--- src/rtl/ps2_keyboard_rx.sv ---
// ============================================================================
// Module   : ps2_keyboard_rx
// Brief    : PS/2 device-to-host receiver with scan-code FIFO and level IRQ.
// Revision : 1.0
// ============================================================================
`default_nettype none

module ps2_keyboard_rx #(
    parameter int FIFO_DEPTH     = 8,
    parameter int FILTER_LEN     = 4,
    parameter int TIMEOUT_CYCLES = 100000
) (
    input  logic                            clk,
    input  logic                            reset,
    input  logic                            ps2_clk,
    input  logic                            ps2_data,
    input  logic                            rd_en,
    input  logic                            err_clr,
    output logic [7:0]                      rd_data,
    output logic                            rd_valid,
    output logic                            irq,
    output logic [$clog2(FIFO_DEPTH+1)-1:0] count,
    output logic                            perr,
    output logic                            ferr,
    output logic                            ovf
);

    localparam int CW = $clog2(FIFO_DEPTH + 1);
    localparam int PW = $clog2(FIFO_DEPTH);
    localparam int FW = $clog2(FILTER_LEN + 1);
    localparam int TW = $clog2(TIMEOUT_CYCLES + 1);

    typedef enum logic [1:0] {
        S_IDLE   = 2'd0,
        S_DATA   = 2'd1,
        S_PARITY = 2'd2,
        S_STOP   = 2'd3
    } state_t;

    logic          r_clk_s1, r_clk_s2, r_dat_s1, r_dat_s2;
    logic          r_filt, r_filt_d;
    logic [FW-1:0] r_fcnt;
    logic          w_fall;

    state_t        r_state;
    logic [2:0]    r_bit;
    logic [7:0]    r_shift;
    logic          r_par;
    logic [TW-1:0] r_tcnt;
    logic          r_push;
    logic [7:0]    r_push_byte;
    logic          r_perr, r_ferr, r_ovf;

    logic [7:0]    r_mem [FIFO_DEPTH];
    logic [PW-1:0] r_wptr, r_rptr;
    logic [CW-1:0] r_count;
    logic          w_pop, w_full, w_wr;

    // Synchronisers idle high so reset never looks like a falling clock.
    always_ff @(posedge clk) begin
        if (reset) begin
            r_clk_s1 <= 1'b1;
            r_clk_s2 <= 1'b1;
            r_dat_s1 <= 1'b1;
            r_dat_s2 <= 1'b1;
            r_filt   <= 1'b1;
            r_filt_d <= 1'b1;
            r_fcnt   <= '0;
        end else begin
            r_clk_s1 <= ps2_clk;
            r_clk_s2 <= r_clk_s1;
            r_dat_s1 <= ps2_data;
            r_dat_s2 <= r_dat_s1;
            r_filt_d <= r_filt;
            if (r_clk_s2 == r_filt) begin
                r_fcnt <= '0;
            end else if (r_fcnt == FW'(FILTER_LEN - 1)) begin
                r_filt <= r_clk_s2;
                r_fcnt <= '0;
            end else begin
                r_fcnt <= r_fcnt + FW'(1);
            end
        end
    end

    assign w_fall = r_filt_d & ~r_filt;

    always_ff @(posedge clk) begin
        if (reset) begin
            r_state     <= S_IDLE;
            r_bit       <= '0;
            r_shift     <= '0;
            r_par       <= 1'b0;
            r_tcnt      <= '0;
            r_push      <= 1'b0;
            r_push_byte <= '0;
            r_perr      <= 1'b0;
            r_ferr      <= 1'b0;
        end else begin
            r_push <= 1'b0;
            r_perr <= r_perr & ~err_clr;
            r_ferr <= r_ferr & ~err_clr;

            if (r_state == S_IDLE || w_fall) begin
                r_tcnt <= '0;
            end else begin
                r_tcnt <= r_tcnt + TW'(1);
            end

            if (r_state != S_IDLE && !w_fall && r_tcnt == TW'(TIMEOUT_CYCLES - 1)) begin
                r_state <= S_IDLE;
                r_ferr  <= 1'b1;
            end else if (w_fall) begin
                case (r_state)
                    S_IDLE: begin
                        if (!r_dat_s2) begin
                            r_state <= S_DATA;
                            r_bit   <= '0;
                        end else begin
                            r_ferr <= 1'b1;
                        end
                    end
                    S_DATA: begin
                        r_shift <= {r_dat_s2, r_shift[7:1]};
                        r_bit   <= r_bit + 3'd1;
                        if (r_bit == 3'd7) begin
                            r_state <= S_PARITY;
                        end
                    end
                    S_PARITY: begin
                        r_par   <= r_dat_s2;
                        r_state <= S_STOP;
                    end
                    default: begin
                        r_state <= S_IDLE;
                        if (!r_dat_s2) begin
                            r_ferr <= 1'b1;
                        end
                        if (!(^{r_shift, r_par})) begin
                            r_perr <= 1'b1;
                        end
                        if (r_dat_s2 && (^{r_shift, r_par})) begin
                            r_push      <= 1'b1;
                            r_push_byte <= r_shift;
                        end
                    end
                endcase
            end
        end
    end

    // A pop frees the slot being written, so a full FIFO still accepts a byte.
    assign w_pop  = rd_en && (r_count != '0);
    assign w_full = (r_count == CW'(FIFO_DEPTH));
    assign w_wr   = r_push && (!w_full || w_pop);

    always_ff @(posedge clk) begin
        if (w_wr) begin
            r_mem[r_wptr] <= r_push_byte;
        end
    end

    always_ff @(posedge clk) begin
        if (reset) begin
            r_wptr  <= '0;
            r_rptr  <= '0;
            r_count <= '0;
            r_ovf   <= 1'b0;
        end else begin
            r_ovf <= (r_ovf & ~err_clr) | (r_push & w_full & ~w_pop);
            if (w_wr) begin
                r_wptr <= r_wptr + PW'(1);
            end
            if (w_pop) begin
                r_rptr <= r_rptr + PW'(1);
            end
            case ({w_wr, w_pop})
                2'b10:   r_count <= r_count + CW'(1);
                2'b01:   r_count <= r_count - CW'(1);
                default: r_count <= r_count;
            endcase
        end
    end

    assign rd_valid = (r_count != '0);
    assign irq      = rd_valid;
    assign rd_data  = rd_valid ? r_mem[r_rptr] : 8'h00;
    assign count    = r_count;
    assign perr     = r_perr;
    assign ferr     = r_ferr;
    assign ovf      = r_ovf;

endmodule

`default_nettype wire
--- config.mk ---
export PLATFORM = sky130hd
export DESIGN_NAME = ps2_keyboard_rx
export DESIGN_NICKNAME = d
export VERILOG_FILES = /design/src/rtl/ps2_keyboard_rx.sv
export SDC_FILE = /design/constraint.sdc
export NUM_CORES = 1
export LEC_CHECK = 0
export CORE_MARGIN = 2
export CORE_UTILIZATION = 60
export DETAILED_ROUTE_END_ITERATION = 8
export GPL_ROUTABILITY_DRIVEN = 0
export GPL_TIMING_DRIVEN = 1
export PLACE_DENSITY = 0.85
export SLEW_MARGIN = 25
export SYNTH_ARGS = -nofsm -noshare
export SYNTH_HDL_FRONTEND = slang
export SYNTH_SLANG_ARGS = --single-unit
--- constraint.sdc ---
create_clock -name clk -period 3.85 [get_ports clk]
set_input_delay 0.77 -clock clk [delete_from_list [all_inputs] [get_ports clk]]
set_output_delay 0.77 -clock clk [all_outputs]
set_load 0.05 [all_outputs]
==> Yosys cells after proc, flatten, opt, wreduce, memory -nomap -nowiden <==
Memory sizes are Yosys's and may differ from the RTL's. A register that Yosys moved wholly into a read port is not among the register bits.
Cells that the tools add are included.
{ "word_totals": {"memories": 1, "ram_bits": 64, "wordCells": 101, "out_inout_bits": 17, "input_bits": 6, "ff_bits": 62} }
{ "classes": {"muxes": 21, "n_addsub": 7, "n_eq_ne": 11, "n_bitwise": 14, "reduce_logical": 27} }
{ "mem_list": {"columns": ["memory", "words", "word_bits", "read_ports", "rd_clocked_by_memory_dff", "write_ports", "line", "source"], "rows": [
  ["r_mem", 8, 8, 1, 1, 1, "54", "logic [7:0] r_mem [FIFO_DEPTH];"]
]} }
{ "op_table": {"columns": ["cell", "n"], "rows": [
  ["17-bit by 1-bit adder with 17-bit output, second input constant", 1],
  ["17-bit equality test, second input constant", 1],
  ["3-bit by 1-bit adder with 3-bit output, second input constant", 4],
  ["1-bit 2-to-1 mux", 11],
  ["3-bit 2-to-1 mux", 3],
  ["3-bit AND reduction", 3],
  ["9-bit parity", 1],
  ["8-bit 2-to-1 mux", 1],
  ["4-bit one-hot mux with 2 select lines", 1],
  ["4-bit AND reduction", 2],
  ["1-bit inverter", 7],
  ["1-bit AND", 6],
  ["2-bit one-hot mux with 3 select lines", 1],
  ["3-bit one-hot mux with 2 select lines", 1],
  ["2-bit nonzero test", 3],
  ["2-bit OR reduction", 3],
  ["3-bit OR reduction", 2],
  ["6-bit OR reduction", 1],
  ["1-bit logical AND", 5],
  ["4-bit by 1-bit adder with 4-bit output, second input constant", 1],
  ["2-bit by 1-bit equality test with 1-bit output, second input constant", 2],
  ["2-bit equality test, second input constant", 2],
  ["4-bit equality test, second input constant", 1],
  ["2-bit 2-to-1 mux", 2],
  ["other kinds (12)", 15]
]} }

==> Depth between registers and ports, before layout <==
Gate-level depths: netlist (run 1).
{ "logic_depth": {"ltp_word": 7, "mapped_depth": 9, "depth_no_buf": 8} }

==> Least setup slack after synthesis (run 1) <==
OpenSTA, ideal clock, no wires.
{ "synth_timing": {"kind": "flip-flop to output port", "startpoint": "reg r_count[0] (netlist: count[0])", "endpoint": "out rd_valid", "path_slack_ps": 1044, "arrival_time_ps": 2036, "path_stages_with_launch": 6, "path_buffers": 2, "required_ps": 3080, "cell_sequence": "dfxtp_1 -> clkbuf_1 -> or3_1 -> nor2_1 -> inv_1 -> buf_4"} }
{ "synth_between": {"elab_chain_len": 1} }
{ "synth_lines": {"columns": ["item", "line", "source"], "rows": [
  ["start, declared", "56", "logic [CW-1:0] r_count;"],
  ["start signal, assigned", "178", "2'b10: r_count <= r_count + CW'(1);"],
  ["start signal, assigned", "179", "2'b01: r_count <= r_count - CW'(1);"],
  ["start signal, assigned", "180", "default: r_count <= r_count;"],
  ["4-bit nonzero test", "185", "assign rd_valid = (r_count != '0);"],
  ["end, declared", "20", "output logic rd_valid,"]
]} }
Every way passes these cells.

==> results of run 1 <==
cells in the mapped netlist (all sizes together), types with 2 or more instances:
cell type   n
clkbuf     15
a22oi       2
edfxtp     64
nor2b       5
nand3       7
or2         4
dfxtp      65
mux2i      30
o21ai       8
nand2      32
nor3b       2
nand2b      8
a21oi      10
o21a        2
a211oi      3
nand4       7
and4b       2
nor3       11
mux4       16
nor2       57
ha         13
xnor2      14
xor2        8
nor4        5
buf         6
xnor3       2
inv        10
or3         8
area by class of cell:
cell class                 count  area [um^2]  share of cell area (%)
tap                          108        135.1                   2.160
clock buffer                  17        414.1                   6.621
multi-input combinational    268         2022                   32.33
clock inverter                15        168.9                   2.701
timing repair buffer          26        250.2                   4.001
inverter                      11        41.29                  0.6601
sequential                   129         3223                   51.53
logic make-up (layout without fill, tap and decap cells):
family	Yosys count	in the layout	share of synthesized area, %
xor+xnor	24	24	4.448
mux	46	46	12.53
compound gates	31	31	3.633
flops	129	129	59.99
buf+inv	32	69	2.375
fa+ha+maj	13	13	3.028
simple gates	154	154	14.00
metal layers:
layer	up-vias	routed length, um
met5	-	0
met4	0	209
met3	21	278
met2	61	4860
met1	1578	4156
li1	1594	-
final timing paths:
kind / start / endpoint / slack [ns] / depth (start not counted)
worst min-delay path: r_dat_s1 / r_dat_s2 / 0.41 / 1
worst max register to register: count[0] / count[2] / 1.39 / 8
worst min register to register: r_dat_s1 / r_dat_s2 / 0.41 / 1
worst max-delay path: register / rd_data[6] / 0.37 / 4
power groups by stage:
stage                     Clock (mW)  Sequential (mW)  Combinational [mW]
after floorplan                    0             1.49               0.178
after global placement             0             1.48               0.232
after detailed placement           0             1.48               0.239
after CTS                       1.59             1.45               0.240
after global routing            1.65             1.45               0.256
final                           1.56             1.45               0.238
flip-flops by register name, indices dropped and copies added, names as in the netlist, 2 cells and up, named ones only:
name / cells
r_fcnt: 3
r_rptr: 3
r_mem: 64
r_wptr: 3
r_state: 2
r_bit: 3
r_shift: 8
r_push_byte: 8
count: 4
r_tcnt: 17
stage by stage:
stage / utilization (%) / power [mW]
after detailed placement: 65.04 / 1.720
after floorplan: - / 1.665
after global routing: 71.72 / 3.356
final: 71.72 / 3.254
after CTS: 71.72 / 3.278
after global placement: 65.04 / 1.713
==> summary.txt, run 1 <==
Yosys
  – Seq/Total Area, Yosys: 59.99%
  – #FFs+latches synth: 129
  – Mapped Cells: 429
  – Post-synth EDFFs: 64
  – Syn_nets: 448
  – Top FF cell, synth: dfxtp_1
  – Yosys warns: 0
  – FFs w/ async S/R, synth: 0%
  – Largest area contributor in the netlist: edfxtp_1
  – Syn Area/Cell: 12.52 um^2
  – Cell area after synthesis: 5373 um^2
  – Distinct cells, synth: 48
  – Top cells by area in the synthesized netlist: edfxtp_1 (36%), dfxtp_1 (24%), mux4_2 (6.7%), mux2i_1 (5.4%), nor2_1 (4.0%)
  – Yosys top cell area share: 35.77%

Clock network
  – Setup Buffers After CTS: 0
  – Hold-fix buffers at CTS: 0
  – CTS tree: yes
  – Clock buffer depth: 2
  – Worst-Skew Late Latency: 0.52 ns
  – Max H-tree Level: 4
  – CTS Buf Count: 17
  – Post-CTS sizing: 0
  – Root Driver: clkbuf_8
  – Clk sinks: 129
  – Worst-path clk slew: 0.06 ns

Route
  – Antenna viol nets, final: 0
  – Iteration-0 DRC Markers: 279
  – Via/cell ratio: 5.669
  – First drt pass iteration count: 4
  – WL final: 9504 um
  – DRC: 0
  – DR vias: 3254
  – Drt wl/cell: 16.56 um

Final layout
  – Post-Layout Cell Count: 574
  – Final Instance Area: 6255 um^2
  – Fin nets: 472
  – Diodes inserted: 0
  – Layout area overhead: 16.42%
  – Most frequent cells in the layout: dfxtp_1 (65), edfxtp_1 (64), nor2_1 (57)
  – Filler cells: 556
  – Share of post-route cells with drive strength above 1: 12.66%
  – Commonest non-fill, non-tap cell in the layout: dfxtp_1

Die
  – Core Region: 8721 um^2
  – Die Area: 9727 um^2
  – Die Span X: 98.63 um
  – Chip height: 98.63 um
  – Initial Util: 61.61%
  – FP Rows: 34
  – Ports: 23

STA
  – Final worst slack: 0.3669 ns
  – Hold Fails Final Rpt: 0
  – Hold WS: 0.4053 ns
  – Max Freq: 287.1 MHz
  – Setup_tns: 0 ns
  – Skew final: 0.007432 ns
  – Tcrit/Tclk final: 90.47%
  – Final Critical Period: 3.483 ns
  – Slew Limit Fails: 0
  – RSZ-0062 raised after global routing: false
  – Max-slew headroom: 48.72%
  – Setup violators final: 0
  – Slew @ Worst Pin: 0.7682 ns

Placed design
  – Placed inst area: 5672 um^2
  – Placement Setup Slack: 0.8021 ns
  – # port buffers: 22
  – Dpl cells: 542
  – DP Wirelength: 6256 um

Critical path
  – Crit path max-delay family: flip-flops
  – Critical path type: register to output pin
  – Worst-path fanout max: 16
  – Crit. End Element: output pin
  – Crit-path cells: mux4_2 > mux2i_1 > nor2_1 > clkdlybuf4s50_1
  – Largest stage delay, worst path: 0.82 ns
  – CP Launch Type: register
  – WP data arrival: 2.71 ns
  – Slowest stage cell, crit path: dfxtp_1
  – Req. time, crit path: 3.08 ns
  – WP buf/inv: 1

GRT
  – Met2 Usage GRT: 36.05%
  – Gr busiest metal: met2
  – Global Route met1 Usage: 26.20%
  – Initial antenna violation count: 0
  – First-pass GRT wire length: 16010 um
  – GRT met3 Usage: 5.745%
  – Gr usage total: 21.40%
  – Vias in the first global route: 3315
  – Grt ovf: 0
  – Largest net degree at the start of global routing: 21

Power
  – Peak supply drop: 0.3833 mV
  – Sw Share: 23.76%
  – Clk pwr share: 48.1%
  – Pint: 2.481 mW
  – Lkg Pwr: 2.166 nW
  – Comb power frac: 7.3%
  – Psw: 773.2 uW
  – Seq pwr share: 44.6%
  – PwrDens: 520.2 nW/um^2

Hold path
  – Min-delay worst type: register to register

Run status
  – Outcome: finished clean

Flow run
  – Max_cap viols: 0
No activity file was read; power rests on OpenSTA's default activity.
==> run 2: changes to the inputs <==
--- a/config.mk
+++ b/config.mk
@@ -7,6 +7,7 @@
 export LEC_CHECK = 0
 export CORE_MARGIN = 2
 export CORE_UTILIZATION = 60
+export CTS_CLUSTER_DIAMETER = 50
 export DETAILED_ROUTE_END_ITERATION = 8
 export GPL_ROUTABILITY_DRIVEN = 0
 export GPL_TIMING_DRIVEN = 1
==> results of run 2 <==
The final DEF is identical to that of run 1; final timing and power are the same.
==> run 3: changes to the inputs <==
--- a/config.mk
+++ b/config.mk
@@ -7,10 +7,10 @@
 export LEC_CHECK = 0
 export CORE_MARGIN = 2
 export CORE_UTILIZATION = 60
+export CTS_BUF_LIST = sky130_fd_sc_hd__clkbuf_8
 export CTS_CLUSTER_DIAMETER = 50
 export DETAILED_ROUTE_END_ITERATION = 8
 export GPL_ROUTABILITY_DRIVEN = 0
-export GPL_TIMING_DRIVEN = 1
 export PLACE_DENSITY = 0.85
 export SLEW_MARGIN = 25
 export SYNTH_ARGS = -nofsm -noshare
==> constraint.sdc (replaced) <==
create_clock -name clk -period 3.3 [get_ports clk]
set_input_delay 0.66 -clock clk [delete_from_list [all_inputs] [get_ports clk]]
set_output_delay 0.66 -clock clk [all_outputs]
set_load 0.05 [all_outputs]
==> run 3 against run 2 <==
  * Final cell count rose by 0.35%
  * Clock-buffer cell count unchanged
  * Die area did not move
  * Design area down 3.1%
  * Power up 0.71%
  * Via count is essentially flat
  * Critical path depth is 1 higher
  * Non-clock buffer count rose by 2
  * Hold slack gained 0.0080 ns
  * Global-route usage is 0.099 points lower
  * Sequential power is 17% higher
  * First-iteration DRC count fell by 27%
==> summary.txt, run 3 (same netlist as run 1, synthesis figures left out) <==
STA
  – Setup violators final: 0 (unchanged)
  – Setup_tns: 0 ns (unchanged)
  – Slew @ Worst Pin: 0.6601 ns (-0.1081 ns)
  – RSZ-0062 raised after global routing: false
  – Hold Fails Final Rpt: 0 (unchanged)
  – Max-slew headroom: 55.59% (+6.9 points)
  – Final Critical Period: 3.044 ns
  – Final worst slack: 0.2559 ns (-0.1110 ns)
  – Max Freq: 328.5 MHz
  – Tcrit/Tclk final: 92.25%
  – Slew Limit Fails: 0 (unchanged)
  – Skew final: 0.01801 ns (+0.01058 ns)

Route
  – WL final: 9573 um (+0.73%)
  – First drt pass iteration count: 5 (+1)
  – Drt wl/cell: 16.62 um (+0.38%)
  – Via/cell ratio: 5.653 (-0.29%)
  – DRC: 0 (unchanged)
  – DR vias: 3256 (+0.061%)
  – Antenna viol nets, final: 0 (unchanged)
  – Iteration-0 DRC Markers: 203 (-27%)

Placed design
  – Dpl cells: 544 (+0.37%)
  – DP Wirelength: 6656 um (+6.4%)
  – # port buffers: 22 (unchanged)
  – Placement Setup Slack: 0.4836 ns (-0.3185 ns)

GRT
  – Grt ovf: 0 (unchanged)
  – Initial antenna violation count: 0 (unchanged)
  – First-pass GRT wire length: 15880 um (-0.86%)
  – Gr usage total: 21.30% (-0.099 points)
  – Vias in the first global route: 3182 (-4.0%)
  – Largest net degree at the start of global routing: 36 (+71%)

Power
  – Comb power frac: 8.5% (+1.2 points)
  – Lkg Pwr: 2.104 nW (-2.8%)
  – Seq pwr share: 51.7% (+7.1 points)
  – Sw Share: 24.32% (+0.56 points)
  – Peak supply drop: 0.3958 mV (+3.3%)
  – Psw: 796.9 uW (+3.1%)
  – Design Power: 3.277 mW (+0.71%)
  – Pint: 2.480 mW (about the same)
  – PwrDens: 540.6 nW/um^2 (+3.9%)
  – Clk pwr share: 39.8% (-8.3 points)

Final layout
  – Post-Layout Cell Count: 576 (+0.35%)
  – Share of post-route cells with drive strength above 1: 14.53% (+1.9 points)
  – Commonest non-fill, non-tap cell in the layout: dfxtp_1
  – Layout area overhead: 12.83%
  – Biggest registers after layout: r_mem: 64 flops, r_tcnt: 17 flops
  – Largest register FFs: 64 (unchanged)
  – Biggest register: r_mem
  – Diodes inserted: 0 (unchanged)
  – Most frequent cells in the layout: dfxtp_1 (65), edfxtp_1 (64), nor2_1 (57)
  – Fin nets: 474 (+0.42%)

Clock network
  – Post-CTS sizing: 0 (unchanged)
  – Hold-fix buffers at CTS: 0 (unchanged)
  – Max H-tree Level: 4 (unchanged)
  – Clk sinks: 129 (unchanged)
  – Clock buffer depth: 2 (unchanged)
  – CTS tree: yes
  – CTS Buf Count: 17 (unchanged)
  – Root Driver: clkbuf_8
  – Worst-Skew Late Latency: 0.43 ns (-0.09 ns)
  – Worst-path clk slew: 0.07 ns (about the same)
  – Setup Buffers After CTS: 0 (unchanged)

Die
  – Chip height: 98.63 um (unchanged)
  – Die Span X: 98.63 um (unchanged)
  – Ports: 23 (unchanged)
  – Initial Util: 61.61% (unchanged)
  – FP Rows: 34 (unchanged)
  – Die Area: 9727 um^2 (unchanged)
  – Core Region: 8721 um^2 (unchanged)

Critical path
  – CP Launch Type: register
  – Req. time, crit path: 2.64 ns (-0.44 ns)
  – Critical path type: register to output pin
  – WP data arrival: 2.38 ns (-0.33 ns)
  – Crit. End Element: output pin
  – Worst-path fanout max: 10 (-6)

Run status
  – Outcome: finished clean

Flow run
  – Max_cap viols: 0 (unchanged)

Hold path
  – Min-delay worst type: register to register
run 3: cell types whose count changed in the layout (fill, tap and decap cells not counted), sizes merged:
cell / previous run / this run
clkinvlp: 2 / 3
buf: 4 / 13
inv: 18 / 16
clkinv: 4 / 5
clkdlybuf4s50: 22 / 15
run 3: worst max-delay path, cell delays in order, from the launching register on:
cell and delay, ns:
dfxtp_1 0.40, or3_1 0.42, nor2_1 0.21, buf_4 0.20
nor2_1 0.05, clkdlybuf4s50_1 0.69
run 3: final cells by class:
type | count | area, um^2
tap | 108 | 135.1
fill | 617 | 2659
timing repair buffer | 28 | 247.7
multi-input combinational | 268 | 2022
clock inverter | 15 | 158.9
sequential | 129 | 3223
inverter | 11 | 41.29
clock buffer | 17 | 234.0
run 3: routing by layer:
layer  wire [um]  part of all wire (%)  track usage, %  up-vias
met5           0                     0               0        -
met4          99                   1.0           6.639        0
met3         404                   4.2           6.879       11
met2        4905                    51           34.96       73
met1        4163                    43           27.28     1561
li1            -                     -               -     1611
run 3: power groups by stage:
stage	combinational [mW]	clock [mW]	sequential (mW)
4_1_cts	0.281	1.33	1.69
3_5_place_dp	0.280	0	1.73
6_report	0.278	1.30	1.69
2_1_floorplan	0.208	0	1.73
5_1_grt	0.301	1.40	1.70
3_3_place_gp	0.273	0	1.73
run 3: metrics by stage:
step / hold WS [ns] / cell area [um^2] / utilization, %
4_1_cts: 0.4189 / 6062 / 69.51
2_1_floorplan: 0.3895 / 5373 / -
6_report: 0.4134 / 6062 / 69.51
3_3_place_gp: 0.3929 / 5669 / 65.01
3_5_place_dp: 0.3972 / 5669 / 65.01
5_1_grt: 0.4207 / 6062 / 69.51
run 3: path summary, 6_finish.rpt:
path / from / to / slack (ns) / depth (start not counted)
max: count[0] / rd_data[4] / 0.26 / 5
min: r_dat_s1 / r_dat_s2 / 0.41 / 1
max reg2reg: count[0] / count[2] / 0.95 / 7
min reg2reg: r_dat_s1 / r_dat_s2 / 0.41 / 1
